`src/rtl/vga_scan_driver.sv`:
```
// vga_scan_driver: VGA raster timing generator with a one-pixel output stage
// that re-aligns sync/blank with the colour returned by the pixel mux.
module vga_scan_driver #(
    parameter int   H_ACTIVE = 640,
    parameter int   H_FP     = 16,
    parameter int   H_SYNC   = 96,
    parameter int   H_BP     = 48,
    parameter int   V_ACTIVE = 480,
    parameter int   V_FP     = 10,
    parameter int   V_SYNC   = 2,
    parameter int   V_BP     = 33,
    parameter int   CLK_DIV  = 2,
    parameter logic HS_POL   = 1'b0,
    parameter logic VS_POL   = 1'b0
) (
    input  logic        clk,
    input  logic        reset_n,
    input  logic [7:0]  r_in,
    input  logic [7:0]  g_in,
    input  logic [7:0]  b_in,
    output logic [18:0] curr_pos,
    output logic        active,
    output logic [7:0]  vga_r,
    output logic [7:0]  vga_g,
    output logic [7:0]  vga_b,
    output logic        vga_hs,
    output logic        vga_vs,
    output logic        vga_blank_n,
    output logic        vga_clk,
    output logic        frame_start
);
    localparam int H_TOTAL = H_ACTIVE + H_FP + H_SYNC + H_BP;
    localparam int V_TOTAL = V_ACTIVE + V_FP + V_SYNC + V_BP;
    localparam int DW      = (CLK_DIV > 1) ? $clog2(CLK_DIV) : 1;

    logic [DW-1:0] r_div_cnt;
    logic [9:0]    r_h_cnt;
    logic [9:0]    r_v_cnt;
    logic          w_pix_tick;
    logic          w_h_last;
    logic          w_v_last;
    logic          w_hs0;
    logic          w_vs0;
    logic [DW-1:0] w_div_next;

    assign w_pix_tick = r_div_cnt == DW'(CLK_DIV - 1);
    assign w_h_last   = r_h_cnt == 10'(H_TOTAL - 1);
    assign w_v_last   = r_v_cnt == 10'(V_TOTAL - 1);
    assign w_div_next = w_pix_tick ? '0 : r_div_cnt + DW'(1);
    assign w_hs0      = (r_h_cnt >= 10'(H_ACTIVE + H_FP)) && (r_h_cnt < 10'(H_ACTIVE + H_FP + H_SYNC));
    assign w_vs0      = (r_v_cnt >= 10'(V_ACTIVE + V_FP)) && (r_v_cnt < 10'(V_ACTIVE + V_FP + V_SYNC));
    assign active     = (r_h_cnt < 10'(H_ACTIVE)) && (r_v_cnt < 10'(V_ACTIVE));
    // Blanked coordinates read as 0 so v_cnt >= 512 never aliases into y[8:0].
    assign curr_pos   = active ? {r_h_cnt, r_v_cnt[8:0]} : 19'd0;

    always_ff @(posedge clk) begin
        if (!reset_n) begin
            r_div_cnt   <= '0;
            r_h_cnt     <= '0;
            r_v_cnt     <= '0;
            vga_r       <= 8'd0;
            vga_g       <= 8'd0;
            vga_b       <= 8'd0;
            vga_blank_n <= 1'b0;
            vga_hs      <= ~HS_POL;
            vga_vs      <= ~VS_POL;
            vga_clk     <= 1'b0;
            frame_start <= 1'b0;
        end else begin
            r_div_cnt   <= w_div_next;
            vga_clk     <= w_div_next >= DW'(CLK_DIV / 2);
            frame_start <= w_pix_tick && w_h_last && w_v_last;
            if (w_pix_tick) begin
                r_h_cnt     <= w_h_last ? 10'd0 : r_h_cnt + 10'd1;
                if (w_h_last)
                    r_v_cnt <= w_v_last ? 10'd0 : r_v_cnt + 10'd1;
                vga_r       <= active ? r_in : 8'd0;
                vga_g       <= active ? g_in : 8'd0;
                vga_b       <= active ? b_in : 8'd0;
                vga_blank_n <= active;
                vga_hs      <= w_hs0 ? HS_POL : ~HS_POL;
                vga_vs      <= w_vs0 ? VS_POL : ~VS_POL;
            end
        end
    end
endmodule
```
`config.mk`:
```
export PLATFORM = sky130hd
export DESIGN_NAME = vga_scan_driver
export DESIGN_NICKNAME = d
export VERILOG_FILES = /design/src/rtl/vga_scan_driver.sv
export SDC_FILE = /design/constraint.sdc
export NUM_CORES = 1
export LEC_CHECK = 0
export BUFFER_PORTS_ARGS = -buffer_cell sky130_fd_sc_hd__buf_4
export CAP_MARGIN = 20
export CORE_UTILIZATION = 49
export CTS_CLUSTER_SIZE = 30
export DETAILED_ROUTE_END_ITERATION = 10
export PLACE_DENSITY = 0.79
export RECOVER_POWER = 100
export SLEW_MARGIN = 25
export SYNTH_ARGS = -nofsm -noshare
export SYNTH_HDL_FRONTEND = slang
export SYNTH_SLANG_ARGS = --single-unit
```
`constraint.sdc`:
```
create_clock -name clk -period 2.75 [get_ports clk]
set_clock_uncertainty 0.05 [all_clocks]
set_input_delay 0.1375 -clock clk [delete_from_list [all_inputs] [get_ports clk]]
set_output_delay 0.1375 -clock clk [all_outputs]
set_load 0.01 [all_outputs]
```
After elaboration in Yosys (flattened, before gate mapping)
Index checks and enable logic that the tools add are counted.

storage, ports and cells
  memories kept = 0
  input bits = 26
  memory bits (writable) = 0
  output and inout bits = 49
  bits in latches = 0
  ROM bits = 0
  flip-flop bits (word level) = 50
  logic and storage cells = 38

cells by class
  eq/ne operators = 2
  bitwise operators = 0
  magnitude comparators = 7
  multiplexer cells = 9
  div/mod/pow operators = 0
  add/subtract/negate cells = 3
  shift-type cells = 0
  multipliers = 0
  reductions and logical operators = 6

operators by type and width
  operator                                                                       number
  8-bit two-way mux                                                              3
  10-bit by 1-bit adder with 10-bit output, second input constant                2
  10-bit equality test, second input constant                                    2
  10-bit less-than comparator, second input constant                             2
  10-bit by 9-bit less-than comparator with 1-bit output, second input constant  2
  10-bit two-way mux                                                             2
  19-bit two-way mux                                                             1
  10-bit >= comparator, second input constant                                    1
  10-bit by 9-bit >= comparator with 1-bit output, second input constant         1
  1-bit logical AND                                                              5
  1-bit two-way mux                                                              3
  2-bit AND reduction                                                            1
  1-bit adder, second input constant                                             1
  1-bit >= comparator, second input constant                                     1

Longest topological paths before layout
Gate-level depths: netlist of the first run.

  word-level depth = 3
  mapped depth = 6
  mapped depth without buffers = 5

Worst setup path before layout of the first run
Ideal clock, no wire load.

  kind = register to register
  from = register r_h_cnt[0]
  to = register r_v_cnt[0]
  data arrival time = 1876 ps
  stages on the path, launching flop included = 6
  period minus slack after synthesis = 2071 ps
  required time = 2554 ps
  buffers on the path = 0
  library setup time = 146 ps
  slack = 679 ps
  cells stage by stage = dfxtp_1 -> ha_1 -> nand3_1 -> or3_4 -> o31ai_1 -> nor2_1

between the ends
  longest elaborated chain between the ends = 2

ends and longest elaborated chain
  element                               line  RTL
  start: declaration                    37    logic [9:0] r_h_cnt;
  start signal: assignment              74    r_h_cnt <= w_h_last ? 10'd0 : r_h_cnt + 10'd1;
  10-bit equality test                  47    assign w_h_last = r_h_cnt == 10'(H_TOTAL - 1);
  2-bit AND reduction (no source line)  -
  end signal: assignment                76    r_v_cnt <= w_v_last ? 10'd0 : r_v_cnt + 10'd1;
  end: declaration                      38    logic [9:0] r_v_cnt;

Every way passes these cells.
A chain may end at the register's enable or synchronous reset.

Worst setup path in the final report of the first run
  from = register r_h_cnt[0]
  to = register r_v_cnt[1]

Same word-level chain as after synthesis.

==> results of run 1 <==
==> metrics by stage <==
| step | std cells | total power [mW] | hold slack (ns) | utilization, % | setup WS [ns] |
|---|---|---|---|---|---|
| 2_1_floorplan | 214 | 0.8271 | 0.1593 | - | 0.6786 |
| 3_3_place_gp | 330 | 0.9084 | 0.3035 | 66.16 | 0.4903 |
| 3_5_place_dp | 330 | 0.9101 | 0.3081 | 66.16 | 0.4171 |
| 4_1_cts | 356 | 1.353 | 0.003291 | 72.91 | 0.3903 |
| 5_1_grt | 358 | 1.382 | 0.001074 | 69.85 | 0.1608 |
| 6_report | 358 | 1.332 | 0.009694 | 69.85 | 0.3537 |
==> cells in the mapped netlist <==
library cell,instances
or4_1,2
nor4b_1,1
buf_6,1
ha_1,5
mux2i_1,3
o21ai_0,5
xor2_1,3
nand3_1,8
o31ai_1,3
buf_4,1
nand4_1,6
clkbuf_2,1
clkbuf_1,9
nor3_1,5
a21oi_1,5
a22o_1,24
or3_2,1
xnor2_1,10
or3_4,2
nor2_1,17
and2_1,18
or4b_2,1
and3_1,2
dfxtp_1,49
nor4_1,8
o311ai_0,1
nand3b_1,1
inv_1,9
a21o_1,1
and3b_1,1
and3_2,1
nand2b_1,2
nand2_1,6
a31oi_1,1
and2_2,1
==> power by group <==
group	total, mW	switching [mW]	leakage (nW)	internal [mW]
clock network	0.433	0.252	0.0445	0.181
logic	0.147	0.0696	0.647	0.0774
registers	0.752	0.0159	0.399	0.736
total	1.33	0.337	1.09	0.995
==> metal layers <==
metal | share of wire [%] | wire (um) | up-vias | global-route usage (%)
met3 | 6.1 | 330 | 6 | 7.021
met1 | 44 | 2402 | 914 | 31.82
met2 | 49 | 2642 | 71 | 39.90
met4 | 0.94 | 51 | 0 | 7.713
li1 | - | - | 946 | -
met5 | 0 | 0 | - | 0
==> repair_timing <==
item,4_1_cts,5_1_grt
buffers inserted,0,0
setup endpoints to repair,0,0
hold buffers,18,2
endpoints found under the hold margin,18,2
==> worst reg2reg max path, stage by stage, from the launching register on <==
cell	delay, ns
dfxtp_1	0.41
ha_1	0.24
nand3_1	0.23
or3_4	0.52
o31ai_1	0.52
clkbuf_1	0.24
nor2_1	0.07
==> final timing paths <==
| check | depth (start not counted) | end | start |
|---|---|---|---|
| setup reg to reg | 6 | r_v_cnt[1] | r_h_cnt[0] |
| setup / recovery | 6 | r_v_cnt[1] | r_h_cnt[0] |
| hold / removal | 2 | vga_g[4] | g_in[4] |
| hold reg to reg | 1 | vga_blank_n | vga_blank_n |
==> sequential cells by signal, indices dropped and copies added, names as in the netlist <==
name         cells
r_h_cnt         10
r_v_cnt         10
vga_b            8
vga_g            8
vga_r            8
frame_start      1
vga_blank_n      1
vga_clk          1
vga_hs           1
vga_vs           1
==> cell type report <==
type                            instances  area share (%)
Clock inverter                          3          0.7613
Timing Repair Buffer                   98           23.02
Clock buffer                            5           2.463
Sequential cell                        49           35.11
Multi-Input combinational cell        144           35.20
Tap cell                               50           2.239
Inverter                                9           1.209
==> logic make-up (layout without fill, tap and decap cells) <==
group                    count (synthesis)  count (layout)
multiplexers                             3               3
AO/OA/AOI/OAI                           40              40
adder cells (fa/ha/maj)                  5               5
flip-flops                              49              49
XOR/XNOR                                13              13
AND/OR/NAND/NOR                         83              83
buffers and inverters                   21             115
==> metrics.cfg, run 1 <==
[setup_path]
end_kind = flop
worstSetupPathType = reg2reg
cp.required_ns = 2.90
cp.arrival_ns = 2.54
worst-path-buf-inv = 1
crit_slowest_cell = or3_4
critPathMaxFanout = 11
cpPeakStageDelay_ns = 0.52
ff2ff_setup_slack_ns = 0.35
crit_chain = ha_1, nand3_1, or3_4, o31ai_1, clkbuf_1, nor2_1
critPathLaunchType = flop
crit_family = simple AND/OR/NAND/NOR gates

[timing]
rsz0062_at_grt = false
finalCritPeriodShare_pct = 87.14
fin_crit_ns = 2.396
finalSetupViolCount = 0
slew_violations = 0
hold_viol_final = 0
slew_headroom_pct = 23.89
tightestPinTransition_ns = 1.142
max_freq_mhz = 417.3
setup_tns_ns = 0

[layout]
regArea_um2 = 980.9
syn2layout_area_growth_pct = 35.91
layout_common_cells = dfxtp_1 (49), buf_4 (40), clkbuf_1 (38)
layout_commonest_cell = dfxtp_1
diodes = 0
nets = 338
nFillCells = 345
multiInputGateArea_um2 = 983.4
fin_area_mm2 = 0.002794
drive_above_1_share_pct = 17.53

[clock_tree]
post_cts_resized = 0
cts.sinks = 49
clk_pin_slew_worst_paths_ns = 0.10
insertion_delay_ns = 0.30
cts.path.max_buffers = 2
numCtsBuffers = 5
htree_levels = 2
cts_tree = yes
clock-root-buffer = clkbuf_8

[synthesis]
ys_warn_count = 0
synthMuxAreaShare_pct = 1.461
yosys.area_share.simple_pct = 22.95
synth_nets = 245
synth.distinct_cells = 35
synth_compound_area_share_pct = 14.85
synth_top_area_share_pct = 47.72
synth_xor_area_share_pct = 5.539
ys_seq_elements = 49
synth_adder_area_share_pct = 3.043
syn_area_mm2 = 0.002056
synth.avg_cell_area_um2 = 9.606
synthTopCellsByArea = dfxtp_1 (48%), a22o_1 (10%), and2_1 (5.5%)
postSynthCellCount = 214
synth_top_family_by_area = simple AND/OR/NAND/NOR gates
yosysSeqAreaShare_pct = 47.72
synth_top_area_cell = dfxtp_1

[route]
drtAntennaViolNets = 0
drt_iter0_drc = 118
via_per_inst = 5.411
first_pass_iters = 4
vias = 1937
drc = 0
routedWlPerCell_um = 15.16
routed_wirelength_um = 5426

[global_routing]
grt-ovfl-total = 0
grt_usage_pct = 24.81
grt_pass1_vias = 1669
antenna_found_initial = 0
grt_start_max_net_pins = 28
grt_first_pass_wirelength_um = 8211

[power]
ir_worst_vdd_uv = 316.5
p_leak_nw = 1.091
powerDensity_mw_per_mm2 = 476.8

[place]
dp_hpwl_um = 3442
place_area_mm2 = 0.002646
place.gp.congestion = 0.8436
io_buffer_count = 74

[floorplanning]
die_x_um = 66.77
start_util_pct = 51.39
dieArea_mm2 = 0.004458
die_y_um = 66.77
row_count = 23
coreArea_mm2 = 0.004000
ioPinCount = 75

[status]
status = completed

[flow_run]
drv_cap = 0

[worst_hold_path]
hp-class = in2reg

Note: power is estimated with default switching activity, not from simulation.
==> run 2: changes to the inputs <==
--- a/config.mk
+++ b/config.mk
@@ -7,6 +7,7 @@
 export LEC_CHECK = 0
 export BUFFER_PORTS_ARGS = -buffer_cell sky130_fd_sc_hd__buf_4
 export CAP_MARGIN = 20
+export CORE_ASPECT_RATIO = 0.75
 export CORE_UTILIZATION = 49
 export CTS_CLUSTER_SIZE = 30
 export DETAILED_ROUTE_END_ITERATION = 10
==> run 2 against run 1 <==
Against the previous run: combinational power down 12%; largest cell class unchanged; clock power up 22%; wire length is 9.4% lower; fmax is 1.3% higher; critical endpoint is now r_v_cnt[3]; largest power group unchanged.
==> metrics.cfg, run 2 (synthesis results as in run 1) <==
[status]
status = completed  ; unchanged

[floorplanning]
dieArea_mm2 = 0.004461  ; was 0.004458 mm2
start_util_pct = 53.71  ; was 51.39%
ioPinCount = 75  ; unchanged
die_y_um = 58.10  ; was 66.77 um
row_count = 19  ; was 23
coreArea_mm2 = 0.003827  ; was 0.004000 mm2
die_x_um = 76.79  ; was 66.77 um

[flow_run]
drv_cap = 0  ; unchanged

[place]
place.gp.congestion = 0.8490  ; was 0.8436
numPlacedInstances = 332  ; was 330
dp_hpwl_um = 3417  ; was 3442 um
io_buffer_count = 74  ; unchanged
place_area_mm2 = 0.002649  ; was 0.002646 mm2

[layout]
syn2layout_area_growth_pct = 30.25  ; was 35.91%
drive_above_1_share_pct = 18.77  ; was 17.53%
layout_commonest_cell = dfxtp_1  ; unchanged
fin_area_mm2 = 0.002678  ; was 0.002794 mm2
finalNonFillerCells = 345  ; was 358
nets = 323  ; was 338
diodes = 0  ; unchanged
layout_common_cells = dfxtp_1 (49), buf_4 (40), clkbuf_1 (37)  ; was dfxtp_1 (49), buf_4 (40), clkbuf_1 (38)
reg_top3 = r_h_cnt: 10 flops, r_v_cnt: 10 flops  ; unchanged

[clock_tree]
htree_levels = 2  ; unchanged
cts_tree = yes  ; unchanged
clock-root-buffer = clkbuf_8  ; unchanged
numCtsBuffers = 5  ; unchanged
cts_setup_buffers = 0  ; unchanged
insertion_delay_ns = 0.29  ; was 0.30 ns
cts.path.max_buffers = 2  ; unchanged
cts.sinks = 49  ; unchanged
clk_pin_slew_worst_paths_ns = 0.09  ; was 0.10 ns

[global_routing]
grt_pass1_vias = 1614  ; was 1669
grt_usage_pct = 22.60  ; was 24.81%
grt_first_pass_wirelength_um = 7893  ; was 8211 um
grt_start_max_net_pins = 28  ; unchanged
antenna_found_initial = 0  ; unchanged
grt-ovfl-total = 0  ; unchanged

[timing]
fin_crit_ns = 2.366  ; was 2.396 ns
setup_tns_ns = 0  ; unchanged
tightestPinTransition_ns = 1.125  ; was 1.142 ns
holdWs_ns = 0.005165  ; was 0.009694 ns
slew_violations = 0  ; unchanged
finalCritPeriodShare_pct = 86.04  ; was 87.14%
max_freq_mhz = 422.6  ; was 417.3 MHz
rsz0062_at_grt = false  ; unchanged
hold_viol_final = 0  ; unchanged
slew_headroom_pct = 25.00  ; was 23.89%
finalSetupViolCount = 0  ; unchanged

[power]
power_frac_clock_pct = 37.5  ; was 32.5%
swShare_pct = 22.29  ; was 25.33%
p_switching_mw = 0.3147  ; was 0.3375 mW
power.total_mw = 1.412  ; was 1.332 mW
pwr-share-seq_pct = 53.2  ; was 56.5%
powerDensity_mw_per_mm2 = 527.3  ; was 476.8 mW/mm2
p_comb_share_pct = 9.2  ; was 11.0%
internal-power_mw = 1.097  ; was 0.9946 mW
p_leak_nw = 1.045  ; was 1.091 nW
ir_worst_vdd_uv = 348.4  ; was 316.5 uV

[setup_path]
critPathMaxFanout = 11  ; unchanged
cp.arrival_ns = 2.50  ; was 2.54 ns
end_kind = flop  ; unchanged
cpPeakStageDelay_ns = 0.52  ; about the same
cp.required_ns = 2.89  ; was 2.90 ns
r2r_cells = 6  ; unchanged
ff2ff_setup_slack_ns = 0.38  ; was 0.35 ns
crit_chain = ha_1, nand3_1, or3_4, o31ai_1, clkbuf_1, nor2_1  ; unchanged
r2r-start = r_h_cnt[0]  ; unchanged
worstSetupPathType = reg2reg  ; unchanged
crit_slowest_cell = or3_4  ; unchanged
critPathLaunchType = flop  ; unchanged
r2r-end = r_v_cnt[3]  ; was r_v_cnt[1]

[route]
via_per_inst = 5.223  ; was 5.411
drc = 0  ; unchanged
first_pass_iters = 4  ; unchanged
drtAntennaViolNets = 0  ; unchanged
vias = 1802  ; was 1937
routedWlPerCell_um = 14.24  ; was 15.16 um
drt_iter0_drc = 93  ; was 118
routed_wirelength_um = 4914  ; was 5426 um

[worst_hold_path]
worstHoldPathCells = 2  ; unchanged
hp-class = in2reg  ; unchanged
whs_endpoint = vga_b[3]  ; was vga_g[4]
hp-start = b_in[3]  ; was g_in[4]

## run 2: changes by cell type in the layout (fill, tap and decap cells not counted), sizes merged
cell | previous run | this run
dlygate4sd3 | 20 | 5
bufinv | 0 | 1
clkbuf | 43 | 44
clkinv | 1 | 0
inv | 10 | 9
## run 2: layout make-up
class	instances	area [um2]
well taps	52	65.06
inverters	9	33.78
clock inverters	2	37.54
fillers	317	1150
clock buffers	6	82.58
repair buffers	83	494.2
flip-flops and latches	49	980.9
multi-input cells	144	983.4
## run 2: layer usage
metal,track usage (%),part of all wire [%],up-vias
met3,5.354,5.6,6
met2,34.18,44,58
met1,32.13,49,819
met5,0,0,-
li1,-,-,919
met4,6.593,1.0,0
## run 2: how the worst max path moves through the flow
stage	endpoint	cells after the start	slack, ns	startpoint
finish	r_v_cnt[3]	6	0.38	r_h_cnt[0]
global route	r_v_cnt[1]	6	0.13	r_h_cnt[0]
global placement	r_v_cnt[3]	6	0.54	r_h_cnt[0]
CTS	r_v_cnt[0]	6	0.45	r_h_cnt[0]
detailed placement	r_v_cnt[3]	6	0.47	r_h_cnt[0]
floorplan	r_v_cnt[0]	5	0.68	r_h_cnt[0]
## run 2: timing repair
action / CTS / global route
hold endpoints to repair: 3 / 2
resized for setup: 0 / 0
hold buffers: 3 / 2
## run 2: worst max-delay path, delay by kind of cell, from the launching register on
family                     cells  cell delay, ns
and+or+nand+nor                3            0.83
AOI/OAI and AO/OA              1            0.47
DFF                            1            0.42
buffers and inverters          1            0.25
adders and majority gates      1            0.24
## run 2: power by group through the flow
| stage | Sequential (mW) | Combinational (mW) | Clock, mW |
|---|---|---|---|
| global placement | 0.767 | 0.143 | 0 |
| global route | 0.755 | 0.141 | 0.571 |
| detailed placement | 0.768 | 0.144 | 0 |
| CTS | 0.752 | 0.148 | 0.539 |
| finish | 0.752 | 0.130 | 0.530 |
| floorplan | 0.779 | 0.0480 | 0 |
## run 2: through the flow
stage	util, %	setup slack, ns
detailed placement	69.21	0.4740
CTS	73.13	0.4453
global placement	69.21	0.5389
finish	69.96	0.3839
global route	69.96	0.1298
floorplan	-	0.6786
==> run 3: changes to the inputs <==
--- a/config.mk
+++ b/config.mk
@@ -5,13 +5,14 @@
 export SDC_FILE = /design/constraint.sdc
 export NUM_CORES = 1
 export LEC_CHECK = 0
-export BUFFER_PORTS_ARGS = -buffer_cell sky130_fd_sc_hd__buf_4
 export CAP_MARGIN = 20
 export CORE_ASPECT_RATIO = 0.75
-export CORE_UTILIZATION = 49
+export CORE_UTILIZATION = 50
 export CTS_CLUSTER_SIZE = 30
 export DETAILED_ROUTE_END_ITERATION = 10
-export PLACE_DENSITY = 0.79
+export DONT_BUFFER_PORTS = 1
+export HOLD_SLACK_MARGIN = 0.08
+export PLACE_DENSITY = 0.68
 export RECOVER_POWER = 100
 export SLEW_MARGIN = 25
 export SYNTH_ARGS = -nofsm -noshare
==> constraint.sdc (replaced) <==
create_clock -name clk -period 2 [get_ports clk]
set_clock_uncertainty 0.05 [all_clocks]
set_input_delay 0.1 -clock clk [delete_from_list [all_inputs] [get_ports clk]]
set_output_delay 0.1 -clock clk [all_outputs]
set_load 0.01 [all_outputs]
==> run 3 against run 2 <==
Against the previous run: final area is 5.6% lower; combinational power is 5% higher; highest routed layer unchanged; sequential share of layout area is 2.2 points higher; sequential power is 40% higher; wire length is 1.5% lower; via count is 5.2% lower.
==> metrics.cfg, run 3 (synthesis results as in run 1) <==
[setup_path]
critPathLaunchType = flop  ; unchanged
crit_chain = or3_4, or3_4, o31ai_2, clkbuf_2, nor2_1  ; was ha_1, nand3_1, or3_4, o31ai_1, clkbuf_1, nor2_1
end_kind = flop  ; unchanged
critPathMaxFanout = 11  ; unchanged
worst-path-buf-inv = 1  ; unchanged
cp.required_ns = 2.14  ; was 2.89 ns
cpPeakStageDelay_ns = 0.41  ; was 0.52 ns
crit_path_frequent_cell = or3_4
crit_slowest_cell = or3_4  ; unchanged
crit_family = simple AND/OR/NAND/NOR gates  ; unchanged
worstSetupPathType = reg2reg  ; unchanged
cp.arrival_ns = 2.03  ; was 2.50 ns

[layout]
multiInputGateArea_um2 = 994.7  ; was 983.4 um2
finalNonFillerCells = 301  ; was 345
layout_commonest_cell = dfxtp_1  ; unchanged
nets = 279  ; was 323
regArea_um2 = 980.9  ; unchanged
fin_util_pct = 66.45  ; was 69.96%
layout_common_cells = dfxtp_1 (49), dlygate4sd3_1 (25), a22o_1 (24)  ; was dfxtp_1 (49), buf_4 (40), clkbuf_1 (37)
reg_top3 = r_h_cnt: 10 flops, r_v_cnt: 10 flops  ; unchanged
diodes = 0  ; unchanged
syn2layout_area_growth_pct = 22.95  ; was 30.25%
nFillCells = 327  ; was 317
drive_above_1_share_pct = 11.65  ; was 18.77%

[timing]
slew_headroom_pct = 69.53  ; was 25.00%
tightestPinTransition_ns = 0.4570  ; was 1.125 ns
fin_ws_ns = 0.1155  ; was 0.3839 ns
slew_violations = 0  ; unchanged
finalSetupViolCount = 0  ; unchanged
max_freq_mhz = 530.6  ; was 422.6 MHz
finalCritPeriodShare_pct = 94.23  ; was 86.04%
hold_viol_final = 0  ; unchanged
rsz0062_at_grt = false  ; unchanged
setup_tns_ns = 0  ; unchanged
fin_crit_ns = 1.885  ; was 2.366 ns

[global_routing]
antenna_found_initial = 0  ; unchanged
grt_start_max_net_pins = 26  ; was 28
grt_usage_pct = 22.67  ; was 22.60%
grt_pass1_vias = 1625  ; was 1614
grt_first_pass_wirelength_um = 7783  ; was 7893 um
grt-ovfl-total = 0  ; unchanged

[floorplanning]
die_x_um = 76.04  ; was 76.79 um
die_y_um = 57.53  ; was 58.10 um
coreArea_mm2 = 0.003804  ; was 0.003827 mm2
row_count = 19  ; unchanged
start_util_pct = 54.05  ; was 53.71%
dieArea_mm2 = 0.004375  ; was 0.004461 mm2
ioPinCount = 75  ; unchanged

[worst_hold_path]
hp-class = in2reg  ; unchanged

[clock_tree]
cts_setup_buffers = 0  ; unchanged
htree_levels = 2  ; unchanged
insertion_delay_ns = 0.30  ; was 0.29 ns
clock-root-buffer = clkbuf_8  ; unchanged
cts.sinks = 49  ; unchanged
cts_tree = yes  ; unchanged
clk_pin_slew_worst_paths_ns = 0.09  ; about the same
numCtsBuffers = 5  ; unchanged
cts.path.max_buffers = 2  ; unchanged

[route]
routedWlPerCell_um = 16.07  ; was 14.24 um
drt_iter0_drc = 122  ; was 93
vias = 1709  ; was 1802
first_pass_iters = 4  ; unchanged
drtAntennaViolNets = 0  ; unchanged
via_per_inst = 5.678  ; was 5.223
routed_wirelength_um = 4838  ; was 4914 um
drc = 0  ; unchanged

[power]
ir_worst_vdd_uv = 716.1  ; was 348.4 uV
powerDensity_mw_per_mm2 = 748.7  ; was 527.3 mW/mm2
p_leak_nw = 0.9351  ; was 1.045 nW
power.total_mw = 1.892  ; was 1.412 mW

[place]
pre_cts_ws_ns = 0.1314  ; was 0.4740 ns
io_buffer_count = 0  ; was 74
numPlacedInstances = 268  ; was 332
place.gp.congestion = 0.8833  ; was 0.8490
dp_hpwl_um = 3273  ; was 3417 um

[status]
status = completed  ; unchanged

[flow_run]
drv_cap = 0  ; unchanged

-- run 3: final timing paths --
check             startpoint          end  slack, ns  depth (start not counted)
setup / recovery  r_h_cnt[7]   r_v_cnt[4]       0.12                          5
hold / removal       reset_n  vga_blank_n       0.35                          2
setup reg to reg  r_h_cnt[7]   r_v_cnt[4]       0.12                          5
hold reg to reg       vga_hs       vga_hs       0.46                          2
-- run 3: timing repair --
action / CTS / global route
endpoints found under the setup margin: 0 / 22
hold buffers: 25 / 0
endpoints found under the hold margin: 47 / 0
gates resized for setup: 0 / 1
-- run 3: power breakdown --
group | switching [mW] | leakage, nW | total, mW | internal [mW]
registers | 0.0410 | 0.399 | 1.05 | 1.01
clock network | 0.329 | 0.0543 | 0.703 | 0.374
logic | 0.0617 | 0.481 | 0.136 | 0.0740
-- run 3: through the flow --
| step | hold WS [ns] | area [um2] |
|---|---|---|
| floorplan | 0.1218 | 2066 |
| global placement | 0.1251 | 2191 |
| detailed placement | 0.1360 | 2191 |
| CTS | 0.4112 | 2556 |
| global route | 0.3599 | 2527 |
| finish | 0.3533 | 2527 |
-- run 3: area by class of cell --
cell class / count / area share (%)
multi-input cells: 144 / 39.36
well taps: 52 / 2.574
clock inverters: 3 / 1.832
repair buffers: 39 / 13.37
clock buffers: 5 / 2.723
flip-flops and latches: 49 / 38.81
inverters: 9 / 1.337
-- run 3: per-layer routing --
metal	share of wire [%]	wire [um]	vias up	GRT usage, %
li1	-	-	832	-
met1	47	2274	798	29.60
met2	45	2154	71	35.06
met3	7.5	361	8	7.520
met4	0.97	47	0	9.066
met5	0	0	-	0
